--- config.mk ---
export PLATFORM = sky130hd
export DESIGN_NAME = i2s_tx_feeder_flat
export DESIGN_NICKNAME = d
export VERILOG_FILES = /design/src/rtl/i2s_tx_feeder_if.sv /design/src/rtl/i2s_tx_feeder.sv /design/src/flat_wrapper.sv
export SDC_FILE = /design/constraint.sdc
export NUM_CORES = 1
export LEC_CHECK = 0
export ABC_AREA = 1
export BUFFER_PORTS_ARGS = -buffer_cell sky130_fd_sc_hd__buf_2
export CAP_MARGIN = 25
export CORE_MARGIN = 2
export CORE_UTILIZATION = 55
export DETAILED_ROUTE_END_ITERATION = 16
export PLACE_DENSITY = 0.83
export SLEW_MARGIN = 5
export SYNTH_ARGS = -nofsm -noshare
export SYNTH_HDL_FRONTEND = slang
export SYNTH_SLANG_ARGS = --single-unit
--- constraint.sdc ---
create_clock -name clk -period 4.71 [get_ports clk]
set_input_delay 0.2355 -clock clk [delete_from_list [all_inputs] [get_ports clk]]
set_output_delay 0.2355 -clock clk [all_outputs]
set_load 0.005 [all_outputs]
--- src/rtl/i2s_tx_feeder_if.sv ---
`default_nettype none
// ============================================================================
// Module   : i2s_tx_feeder_if
// Brief    : Sample-stream and transmitter-read bundle for i2s_tx_feeder
// Revision : 1.0 - initial release
// ============================================================================
interface i2s_tx_feeder_if #(
    parameter int DW = 24
);
    logic [DW-1:0] s_ldata;
    logic [DW-1:0] s_rdata;
    logic          s_valid;
    logic          s_ready;
    logic          rd_en;
    logic [DW-1:0] ldata;
    logic [DW-1:0] rdata;
    logic          rd_valid;

    // Upstream producer and I2S transmitter side
    modport master (
        output s_ldata, s_rdata, s_valid, rd_en,
        input  s_ready, ldata, rdata, rd_valid
    );

    // Buffer side
    modport slave (
        input  s_ldata, s_rdata, s_valid, rd_en,
        output s_ready, ldata, rdata, rd_valid
    );
endinterface
`default_nettype wire

--- src/rtl/i2s_tx_feeder.sv ---
`default_nettype none
// ============================================================================
// Module   : i2s_tx_feeder
// Brief    : Stereo FIFO feeding an I2S transmitter; primes, plays silence on
//            underrun and keeps a saturating underrun count.
// Revision : 1.0 - initial release
// ============================================================================
module i2s_tx_feeder #(
    parameter int DW          = 24,
    parameter int DEPTH       = 16,
    parameter int START_LEVEL = 8
) (
    input  wire                       clk,
    input  wire                       rst,
    i2s_tx_feeder_if.slave            bus,
    output logic [$clog2(DEPTH):0]    level,
    output logic                      running,
    output logic                      underrun,
    output logic [15:0]               underrun_count,
    input  wire                       underrun_clr
);
    localparam int AW = $clog2(DEPTH);
    localparam int LW = AW + 1;

    localparam logic [0:0] ST_PRIMING = 1'b0;
    localparam logic [0:0] ST_RUNNING = 1'b1;

    logic [0:0]      r_state;
    logic [0:0]      w_state_nxt;
    logic [LW-1:0]   r_level;
    logic [AW-1:0]   r_wptr;
    logic [AW-1:0]   r_rptr;
    logic [2*DW-1:0] r_mem [DEPTH];
    logic [DW-1:0]   r_ldata;
    logic [DW-1:0]   r_rdata;
    logic            r_rd_valid;
    logic            r_underrun;
    logic [15:0]     r_count;

    logic w_full;
    logic w_push;
    logic w_pop;
    logic w_urun;

    assign w_full      = (r_level == LW'(DEPTH));
    assign bus.s_ready = !rst && !w_full;
    assign w_push      = bus.s_valid && bus.s_ready;
    // Reads only drain the FIFO while RUNNING; an empty read there is an underrun
    assign w_pop  = !rst && bus.rd_en && (r_state == ST_RUNNING) && (r_level != '0);
    assign w_urun = !rst && bus.rd_en && (r_state == ST_RUNNING) && (r_level == '0);

    always_ff @(posedge clk) begin
        if (rst) begin
            r_state <= ST_PRIMING;
        end else begin
            r_state <= w_state_nxt;
        end
    end

    always_comb begin
        w_state_nxt = r_state;
        case (r_state)
            ST_PRIMING: if (r_level >= LW'(START_LEVEL)) w_state_nxt = ST_RUNNING;
            ST_RUNNING: if (w_urun) w_state_nxt = ST_PRIMING;
            default:    w_state_nxt = ST_PRIMING;
        endcase
    end

    always_comb begin
        running = (r_state == ST_RUNNING);
    end

    always_ff @(posedge clk) begin
        if (w_push) begin
            r_mem[r_wptr] <= {bus.s_ldata, bus.s_rdata};
        end
    end

    always_ff @(posedge clk) begin
        if (rst) begin
            r_wptr  <= '0;
            r_rptr  <= '0;
            r_level <= '0;
        end else begin
            if (w_push) r_wptr <= r_wptr + 1'b1;
            if (w_pop)  r_rptr <= r_rptr + 1'b1;
            case ({w_push, w_pop})
                2'b10:   r_level <= r_level + 1'b1;
                2'b01:   r_level <= r_level - 1'b1;
                default: r_level <= r_level;
            endcase
        end
    end

    always_ff @(posedge clk) begin
        if (rst) begin
            r_ldata    <= '0;
            r_rdata    <= '0;
            r_rd_valid <= 1'b0;
            r_underrun <= 1'b0;
        end else begin
            r_rd_valid <= bus.rd_en;
            r_underrun <= w_urun;
            if (w_pop) begin
                {r_ldata, r_rdata} <= r_mem[r_rptr];
            end else if (bus.rd_en) begin
                r_ldata <= '0;
                r_rdata <= '0;
            end
        end
    end

    // A clear that lands on an underrun still records that underrun
    always_ff @(posedge clk) begin
        if (rst) begin
            r_count <= '0;
        end else if (underrun_clr) begin
            r_count <= w_urun ? 16'd1 : 16'd0;
        end else if (w_urun && (r_count != 16'hFFFF)) begin
            r_count <= r_count + 16'd1;
        end
    end

    assign bus.ldata    = r_ldata;
    assign bus.rdata    = r_rdata;
    assign bus.rd_valid = r_rd_valid;
    assign level          = r_level;
    assign underrun       = r_underrun;
    assign underrun_count = r_count;
endmodule
`default_nettype wire

--- src/flat_wrapper.sv ---
// flat-port wrapper written by rule: the top's interface ports become plain ports
module i2s_tx_feeder_flat 
#(
    parameter int DW          = 24,
    parameter int DEPTH       = 16,
    parameter int START_LEVEL = 8
)
  (clk, rst, level, running, underrun, underrun_count, underrun_clr, bus_s_ldata, bus_s_rdata, bus_s_valid, bus_rd_en, bus_s_ready, bus_ldata, bus_rdata, bus_rd_valid);
  i2s_tx_feeder_if #(.DW(DW)) bus_i ();
  input  wire clk;
  input  wire rst;
  output logic [$clog2(DEPTH):0] level;
  output logic running;
  output logic underrun;
  output logic [15:0] underrun_count;
  input  wire underrun_clr;
  input wire logic [$bits(bus_i.s_ldata)-1:0] bus_s_ldata;
  input wire logic [$bits(bus_i.s_rdata)-1:0] bus_s_rdata;
  input wire logic [$bits(bus_i.s_valid)-1:0] bus_s_valid;
  input wire logic [$bits(bus_i.rd_en)-1:0] bus_rd_en;
  output wire logic [$bits(bus_i.s_ready)-1:0] bus_s_ready;
  output wire logic [$bits(bus_i.ldata)-1:0] bus_ldata;
  output wire logic [$bits(bus_i.rdata)-1:0] bus_rdata;
  output wire logic [$bits(bus_i.rd_valid)-1:0] bus_rd_valid;
  assign bus_i.s_ldata = bus_s_ldata;
  assign bus_i.s_rdata = bus_s_rdata;
  assign bus_i.s_valid = bus_s_valid;
  assign bus_i.rd_en = bus_rd_en;
  assign bus_s_ready = bus_i.s_ready;
  assign bus_ldata = bus_i.ldata;
  assign bus_rdata = bus_i.rdata;
  assign bus_rd_valid = bus_i.rd_valid;
  i2s_tx_feeder #(.DW(DW), .DEPTH(DEPTH), .START_LEVEL(START_LEVEL)) u_core (.clk(clk), .rst(rst), .bus(bus_i), .level(level), .running(running), .underrun(underrun), .underrun_count(underrun_count), .underrun_clr(underrun_clr));
endmodule
Word level (Yosys, flattened, before mapping)
Memories as Yosys holds them, arrays and structs flattened. A register that Yosys moved wholly into a read port is not among the register bits.
Cells that the tools add are included.
{"block": "totals", "ram_bits": 768, "memories": 1, "in_bits": 53, "register_bits": 80, "word_cells": 49}
{"block": "op_classes", "mux": 14, "n_bitwise": 1, "n_eq_ne": 4, "reduce_logical": 14, "n_addsub": 5, "n_lt_le_gt_ge": 1}
{"memory": "u_core.r_mem", "depth": 16, "word_bits": 48, "rd": 1, "rd_ports_with_merged_regs": 1, "write_ports": 1, "line_no": "i2s_tx_feeder.sv:33", "rtl": "logic [2*DW-1:0] r_mem [DEPTH];"}
{"op": "2-to-1 mux 24 bit", "count": 3}
{"op": "2-to-1 mux 16 bit", "count": 2}
{"op": "adder 16 x 1 -> 16 bit (second input constant)", "count": 1}
{"op": "!= test 16 bit (second input constant)", "count": 1}
{"op": "case mux 5 bit (2 select lines)", "count": 1}
{"op": "adder 4 x 1 -> 4 bit (second input constant)", "count": 2}
{"op": "2-to-1 mux 4 bit", "count": 2}
{"op": "logical AND 1 bit", "count": 7}
{"op": "nonzero test 2 bit", "count": 3}
{"op": "adder 5 x 1 -> 5 bit (second input constant)", "count": 1}
{"op": "== test 5 bit (second input constant)", "count": 1}
{"op": ">= comparator 5 x 4 -> 1 bit (second input constant)", "count": 1}
{"op": "zero test 5 bit", "count": 1}
{"op": "2-to-1 mux 1 bit", "count": 5}
{"op": "nonzero test 5 bit", "count": 1}
{"op": "subtractor 5 x 1 -> 5 bit (second input constant)", "count": 1}
{"op": "== test 2 x 1 -> 1 bit (second input constant)", "count": 1}
{"op": "== test 2 bit (second input constant)", "count": 1}
{"op": "zero test 1 bit", "count": 2}
{"op": "case mux 1 bit (2 select lines)", "count": 1}
{"op": "inverter 1 bit", "count": 1}

Longest topological paths before layout
Gate-level depths: netlist (run 1).
{"block": "logic_depth", "depth_word": 7, "depth_mapped": 18, "mapped_depth_nobuf": 17}

Least setup slack after synthesis (run 1)
OpenSTA, ideal clock, no wires.
{"block": "synth_timing", "path_type": "reg2reg", "startpoint": "reg u_core.r_level[1], in the netlist u_core.level[1]", "endpoint": "mem u_core.r_mem[11][0] (netlist name) (enable)", "setup_slack_ps": 1215, "arrival_time_ps": 3042, "path_stages_with_launch": 9, "setup_time_ps": 454, "path_cell_list": "dfxtp_1 inv_1 nand4_1 nand2_1 inv_1 nand2_2 inv_1 nand2_1 nor2_1"}
{"block": "synth_between", "elab_chain_len": 6}
{"item": "from (decl)", "line_no": "i2s_tx_feeder.sv:30", "rtl": "logic [LW-1:0] r_level;"}
{"item": "from (signal assigned)", "line_no": "i2s_tx_feeder.sv:88", "rtl": "2'b10: r_level <= r_level + 1'b1;"}
{"item": "from (signal assigned)", "line_no": "i2s_tx_feeder.sv:89", "rtl": "2'b01: r_level <= r_level - 1'b1;"}
{"item": "from (signal assigned)", "line_no": "i2s_tx_feeder.sv:90", "rtl": "default: r_level <= r_level;"}
{"item": "== test 5 bit", "line_no": "i2s_tx_feeder.sv:45", "rtl": "assign w_full = (r_level == LW'(DEPTH));"}
{"item": "zero test 1 bit", "line_no": "i2s_tx_feeder.sv:46", "rtl": "assign bus.s_ready = !rst && !w_full;"}
{"item": "logical AND 1 bit", "line_no": "i2s_tx_feeder.sv:46"}
{"item": "net bus_s_ready", "line_no": "flat_wrapper.sv:21", "rtl": "output wire logic [$bits(bus_i.s_ready)-1:0] bus_s_ready;"}
{"item": "logical AND 1 bit", "line_no": "i2s_tx_feeder.sv:47", "rtl": "assign w_push = bus.s_valid && bus.s_ready;"}
{"item": "2-to-1 mux 1 bit", "line_no": "i2s_tx_feeder.sv:74", "rtl": "if (w_push) begin"}
{"item": "2-to-1 mux 1 bit (implied by the code)", "line_no": "i2s_tx_feeder.sv:75", "rtl": "r_mem[r_wptr] <= {bus.s_ldata, bus.s_rdata};"}
{"item": "to (decl)", "line_no": "i2s_tx_feeder.sv:33"}
The timed path passes the listed nets, and every way through them passes these cells.

==> impl_metrics.csv, run 1 <==
group,metric,value,unit
global_routing,grt_pass1_wl,132000,um
min_path,hold_class,"in -> reg",
global_routing,overflow,0,
timing,rsz0062_at_grt,"no",
clock_tree,path_clk_slew,0.06,ns
floorplan,die_h,261,um
worst_setup_path,criticalPathCategory,"reg -> reg",
place,gp_congestion,0.806,
drt,first_pass_iters,6,
drt,via_per_inst,5.46,
pwr,switching_power,3.16,mW
timing,hold_viol_final,0,
run_status,status,"complete, no violations",
global_routing,grt_max_degree,233,
drt,drc,0,
place,placed_area,0.0376,sq mm
yosys,yosysWarnings,0,
timing,fin_ws,1.73,ns
clock_tree,clk_path_buf_depth,3,
yosys,synth_fa_ha_area_share,0.310,%
pwr,p_leak,17.2,nW
pwr,pwr-share-comb,3.3,%
cells_and_area,final_cell_mix,"1175 x nand2_1, 768 x edfxtp_1, 613 x inv_1",
timing,final.setup.tns,0,ns
yosys,yosys.area_share.simple,21.2,%
clock_tree,cts_tree,"built",
drt,wirelength,84500,um
yosys,synthArstFlopShare,0,%
drt,drt_iter0_drc,3035,
timing,clock.fmax,0.336,GHz
timing,tightest_slew,1.20,ns
yosys,synth_top_area_share,63.5,%
yosys,postSynthAreaPerCell,10.1,sq um
clock_tree,cts_made_buffers,86,
cells_and_area,regArea,0.0248,sq mm
clock_tree,ctsResizeCount,0,
pwr,seq_power_share,53.1,%
yosys,netlist_instances,3590,
floorplan,rows,94,
cells_and_area,final_area,0.0409,sq mm
cells_and_area,final_nets,3774,
cells_and_area,antennaDiodeCount,0,
floorplan,die_area,0.0681,sq mm
timing,slew_viol_final,0,
drt,vias,25351,
pwr,powerDensity,382,mW/mm^2
yosys,synth.yosys.seq_area_share,68.1,%
worst_setup_path,end_kind,"flip-flop",
place,pre_cts_slack,1.51,ns
run,drv_cap,0,
worst_setup_path,required,5.25,ns
yosys,ys.flop_type,"edfxtp_1",
global_routing,grt_pass1_vias,24998,
pwr,ir_worst_vdd,0.459,mV
yosys,synth.mux.area_fraction,0,%
worst_setup_path,cp.arrival,3.52,ns
floorplan,core_area,0.0656,sq mm
clock_tree,hold_buffers,49,
global_routing,grt_use_total,24.8,%
pwr,pwr-share-clk,43.6,%
global_routing,antenna_found_initial,0,
drt,ant_nets,0,
yosys,ys_ff_latch,852,
timing,clock_skew,0.0171,ns
timing,finalCritPeriodShare,63.2,%
cells_and_area,multi_input_area,0.00842,sq mm
cells_and_area,nFillCells,4762,
yosys,synth.net_count,3652,
yosys,ys_top_cells_by_area,"edfxtp_1 63%, nand2_1 12%, nand3_1 8.1%, inv_1 6.4%, dfxtp_1 4.6%",
worst_setup_path,cp_max_fo,213,
cells_and_area,area_delta_synth_final,12.6,%
cells_and_area,drive_gt1_share,8.37,%
timing,period_needed,2.98,ns
yosys,yosysTopAreaCell,"edfxtp_1",
place,hpwl,44000,um
timing,slew_headroom,19.9,%
floorplan,ios,126,
worst_setup_path,startpoint_type,"flip-flop",
drt,wl_per_cell,18.2,um
floorplan,die_w,261,um
yosys,netlist_area,0.0363,sq mm
yosys,synth_top_family_by_area,"simple AND/OR/NAND/NOR gates",
clock_tree,post_cts_buffers,0,
pwr,internal_power,12.5,mW
clock_tree,cts.htree.levels,3,
place,port-buffer-count,125,
clock_tree,worstSkewPairLatency,0.63,ns
yosys,synth-compound-area-share,1.21,%
timing,setup_viol,0,
cells_and_area,final_common_cell,"nand2_1",
floorplan,initial_core_util,55.4,%
pwr,swShare,20.2,%
clock_tree,clockRootBuffer,"clkbuf_16",
clock_tree,clock-sinks,852,
yosys,synth-xor-area-share,0.169,%
yosys,post_synth_num_cell_types,31,
yosys,synth-edff-count,768,
[power groups by stage]
stage | combinational (mW) | clock [mW] | sequential (mW)
after global routing | 0.579 | 7.15 | 8.30
after global placement | 0.464 | 0 | 8.46
after detailed placement | 0.479 | 0 | 8.46
after floorplan | 0.275 | 0 | 8.46
final | 0.522 | 6.81 | 8.30
after CTS | 0.519 | 6.87 | 8.30
[critical path, stage by stage, from the launching register on]
cell      delay [ns]
dfxtp_4         0.61
clkinv_8        0.69
buf_4           0.62
nand2_1         0.17
nand3_1         0.11
nand3_1         0.13
nand3_1         0.15
nand2_1         0.10
nand2_1         0.05
a21oi_1         0.14
[flip-flops by register name (all words and copies together), names as in the netlist, named ones only]
register / flops
u_core.running: 1
u_core.r_rptr: 4
u_core.bus.rd_valid: 1
u_core.underrun: 1
u_core.level: 5
u_core.r_wptr: 4
u_core.bus.rdata: 24
u_core.underrun_count: 16
u_core.r_mem: 768
u_core.bus.ldata: 24
[stage by stage]
step	utilization, %	hold slack (ns)	total power, mW	std cells
floorplan	-	0.334	8.74	3590
global placement	57.4	0.445	8.93	4439
detailed placement	57.4	0.442	8.94	4439
CTS	62.4	0.00315	15.7	4640
global route	62.4	0.0155	16.0	4640
finish	62.4	0.0206	15.6	4640
[layout make-up]
class | count | share of cell area [%]
clock buffer | 111 | 5.64
clock inverter | 41 | 1.18
inverter | 621 | 5.75
multi-input combinational | 1940 | 20.6
sequential | 852 | 60.5
tap | 864 | 2.64
timing repair buffer | 211 | 3.71
[worst paths after layout]
kind / start / to / slack [ns] / cells after the start
min reg2reg: u_core.r_rptr[3] / flip-flop / 0.45 / 2
min: bus_s_rdata[6] / u_core.r_mem[7][6] / 0.02 / 1
max: flip-flop / u_core.bus.rdata[14] / 1.73 / 9
max reg2reg: flip-flop / u_core.bus.rdata[14] / 1.73 / 9
[routing by layer]
metal	share of wire, %	track usage [%]
met3	9.0	3.88
met1	38	32.0
met4	3.8	11.1
met5	0	0
met2	49	41.8
[Yosys cell counts, types with 3 or more instances]
library cell and number:
nor3_1 6, buf_1 9, clkbuf_1 36, o21ai_0 11, nand2_1 1175, dfxtp_1 84, xor2_1 7, nand4_1 4
edfxtp_1 768, ha_1 9, o21ai_1 4, buf_6 17, buf_2 112, nand3_1 589, inv_2 3, a21oi_1 61
nor2_1 59, inv_1 616, nor2_2 4
[logic make-up (layout without fill, tap and decap cells)]
kind of cell / after synthesis / after routing
buffers and inverters: 798 / 984
flip-flops: 852 / 852
XOR/XNOR: 7 / 7
AND/OR/NAND/NOR: 1841 / 1841
AO/OA/AOI/OAI: 83 / 83
adder cells (fa/ha/maj): 9 / 9
No activity file was read; power rests on OpenSTA's default activity.
==> run 2, diff against run 1 <==
--- a/config.mk
+++ b/config.mk
@@ -11,7 +11,7 @@
 export CORE_MARGIN = 2
 export CORE_UTILIZATION = 55
 export DETAILED_ROUTE_END_ITERATION = 16
-export PLACE_DENSITY = 0.83
+export PLACE_DENSITY = 0.86
 export SLEW_MARGIN = 5
 export SYNTH_ARGS = -nofsm -noshare
 export SYNTH_HDL_FRONTEND = slang
==> constraint.sdc (replaced) <==
create_clock -name clk -period 2.4 [get_ports clk]
set_input_delay 0.12 -clock clk [delete_from_list [all_inputs] [get_ports clk]]
set_output_delay 0.12 -clock clk [all_outputs]
set_load 0.005 [all_outputs]
==> run 2 against run 1 <==
  * Critical endpoint is now u_core.r_mem[1][30]
  * Clock power grew 94%
  * Design area grew 1.6%
  * First-iteration DRC count grew 25%
  * Critical path depth grew 1
  * Via count grew 4.1%
  * Register-to-register slack lost 1.6 ns
  * Highest routed layer is now met5
  * Sequential share of layout area shrank 0.98 points
==> impl_metrics.csv, run 2 (synthesis results as in run 1) <==
group,metric,value,unit
global_routing,grt_max_degree,87,
timing,clock.fmax,0.442,GHz
timing,slew_headroom,40.3,%
drt,drc,0,
worst_setup_path,required,2.67,ns
pwr,switching_power,6.46,mW
clock_tree,post_cts_buffers,0,
drt,via_per_inst,5.63,
clock_tree,ctsResizeCount,0,
worst_setup_path,max_stage_delay,0.36,ns
floorplan,core_area,0.0656,sq mm
timing,hold_viol_final,0,
min_path,holdCritStartpoint,"rst",
floorplan,die_h,261,um
place,hpwl,51000,um
pwr,ir_worst_vdd,0.674,mV
place,port-buffer-count,125,
min_path,min_to,"u_core.bus.rd_valid",
cells_and_area,final_common_cell,"nand2_1",
worst_setup_path,crit_family,"buffers and inverters",
drt,drt_iter0_drc,3795,
pwr,pwr-share-comb,3.7,%
cells_and_area,final_cell_mix,"1175 x nand2_1, 768 x edfxtp_1, 613 x inv_1",
pwr,pwr-share-clk,43.1,%
place,dp_cells,4481,
timing,finalCritPeriodShare,94.3,%
timing,slew_viol_final,0,
worst_setup_path,cp_slowest_cell,"buf_4",
worst_setup_path,crit_chain,"inv_1, nand4_1, nand2_1, inv_1, nand2_2, buf_4, inv_1, nand2_1, nor2_4, buf_4",
drt,ant_nets,0,
clock_tree,clockRootBuffer,"clkbuf_16",
drt,wl_per_cell,19.8,um
global_routing,grt_pass1_vias,26420,
drt,first_pass_iters,7,
floorplan,die_area,0.0681,sq mm
cells_and_area,largest_reg_flops,768,
floorplan,ios,126,
timing,period_needed,2.26,ns
worst_setup_path,criticalPathCategory,"reg -> reg",
worst_setup_path,r2r_setup_slack,0.14,ns
worst_setup_path,r2r_cells,10,
global_routing,overflow,0,
pwr,seq_power_share,53.1,%
clock_tree,cts_made_buffers,85,
worst_setup_path,startpoint_type,"flip-flop",
run,drv_cap,0,
min_path,whs_path_depth,3,
cells_and_area,area_delta_synth_final,14.5,%
cells_and_area,stdcell_count,4690,
clock_tree,cts_tree,"built",
pwr,internal_power,24.2,mW
worst_setup_path,rr_endpoint,"u_core.r_mem[1][30]",
worst_setup_path,end_kind,"flip-flop",
pwr,power.total,30.7,mW
pwr,p_leak,17.5,nW
pwr,powerDensity,737,mW/mm^2
clock_tree,clk_path_buf_depth,3,
worst_setup_path,path_buf_inv,5,
timing,setup_viol,0,
timing,clock_skew,0.0408,ns
worst_setup_path,cpMostUsedCell,"inv_1",
clock_tree,worstSkewPairLatency,0.64,ns
clock_tree,cts.htree.levels,3,
timing,rsz0062_at_grt,"no",
floorplan,initial_core_util,55.4,%
place,gp_congestion,0.831,
floorplan,die_w,261,um
clock_tree,hold_buffers,52,
worst_setup_path,cp.arrival,2.53,ns
clock_tree,path_clk_slew,0.06,ns
worst_setup_path,cp_max_fo,20,
floorplan,rows,94,
pwr,swShare,21.1,%
cells_and_area,final_nets,3818,
global_routing,grt_use_total,27.1,%
run_status,status,"complete, no violations",
timing,tightest_slew,0.896,ns
cells_and_area,regMostFlops,"u_core.r_mem",
timing,whs,0.257,ns
worst_setup_path,r2r_start,"u_core.level[1]",
drt,wirelength,93000,um
cells_and_area,drive_gt1_share,9.54,%
global_routing,antenna_found_initial,2,
min_path,hold_class,"in -> reg",
drt,vias,26386,
global_routing,grt_pass1_wl,142000,um
clock_tree,clock-sinks,852,
[run 2: cell count changes in the layout (fill, tap and decap cells not counted), sizes merged]
cell / before / now
dlygate4sd3: 49 / 52
clkinvlp: 3 / 5
diode: 0 / 1
bufinv: 11 / 9
clkbuf: 111 / 104
buf: 162 / 204
clkinv: 27 / 34
inv: 621 / 625
[run 2: worst max path at each step]
stage	from	end	slack [ns]	cells past startpoint
global placement	u_core.level[0]	u_core.level[4]	0.26	15
detailed placement	u_core.level[1]	u_core.r_mem[1][22]	0.20	10
CTS	u_core.level[1]	u_core.r_mem[1][30]	0.16	10
global route	u_core.level[1]	u_core.r_mem[1][30]	0.01	10
floorplan	u_core.level[1]	u_core.r_mem[11][0]	-0.34	8
finish	u_core.level[1]	u_core.r_mem[1][30]	0.14	10
[run 2: metal layers]
layer	wire length [um]	part of all wire (%)	up-vias	global-route usage, %
met3	10200	11	343	5.02
met2	45600	49	1797	45.6
li1	-	-	11899	-
met5	10	0.011	-	0
met1	32900	35	12345	33.9
met4	4330	4.6	2	13.2
[run 2: final cells by class]
cell class / instances / area (sq um)
Antenna cell: 1 / 2.50
Clock buffer: 104 / 2230
Clock inverter: 52 / 523
Fill cell: 4544 / 24000
Inverter: 621 / 2350
Multi-Input combinational cell: 1940 / 8420
Sequential cell: 852 / 24800
Tap cell: 864 / 1080
Timing Repair Buffer: 256 / 2230
[run 2: power by group through the flow]
stage	logic (mW)	clock network, mW	registers, mW
2_1_floorplan	0.541	0	16.6
3_3_place_gp	1.00	0	16.6
3_5_place_dp	1.04	0	16.6
4_1_cts	1.13	13.3	16.3
5_1_grt	1.25	13.8	16.3
6_report	1.14	13.2	16.3
[run 2: stage by stage]
step	setup TNS, ns	worst slack (ns)	area (sq um)	utilization [%]
6_report	0	0.137	41600	63.4
5_1_grt	0	0.0131	41600	63.4
4_1_cts	0	0.163	41600	63.4
3_5_place_dp	0	0.199	38300	58.4
3_3_place_gp	0	0.261	38300	58.4
2_1_floorplan	-252.11	-0.341	36400	-
[run 2: worst min-delay path, delay by kind of cell]
family | cells | cell delay (ns)
buffers and inverters | 2 | 0.68
and+or+nand+nor | 1 | 0.05
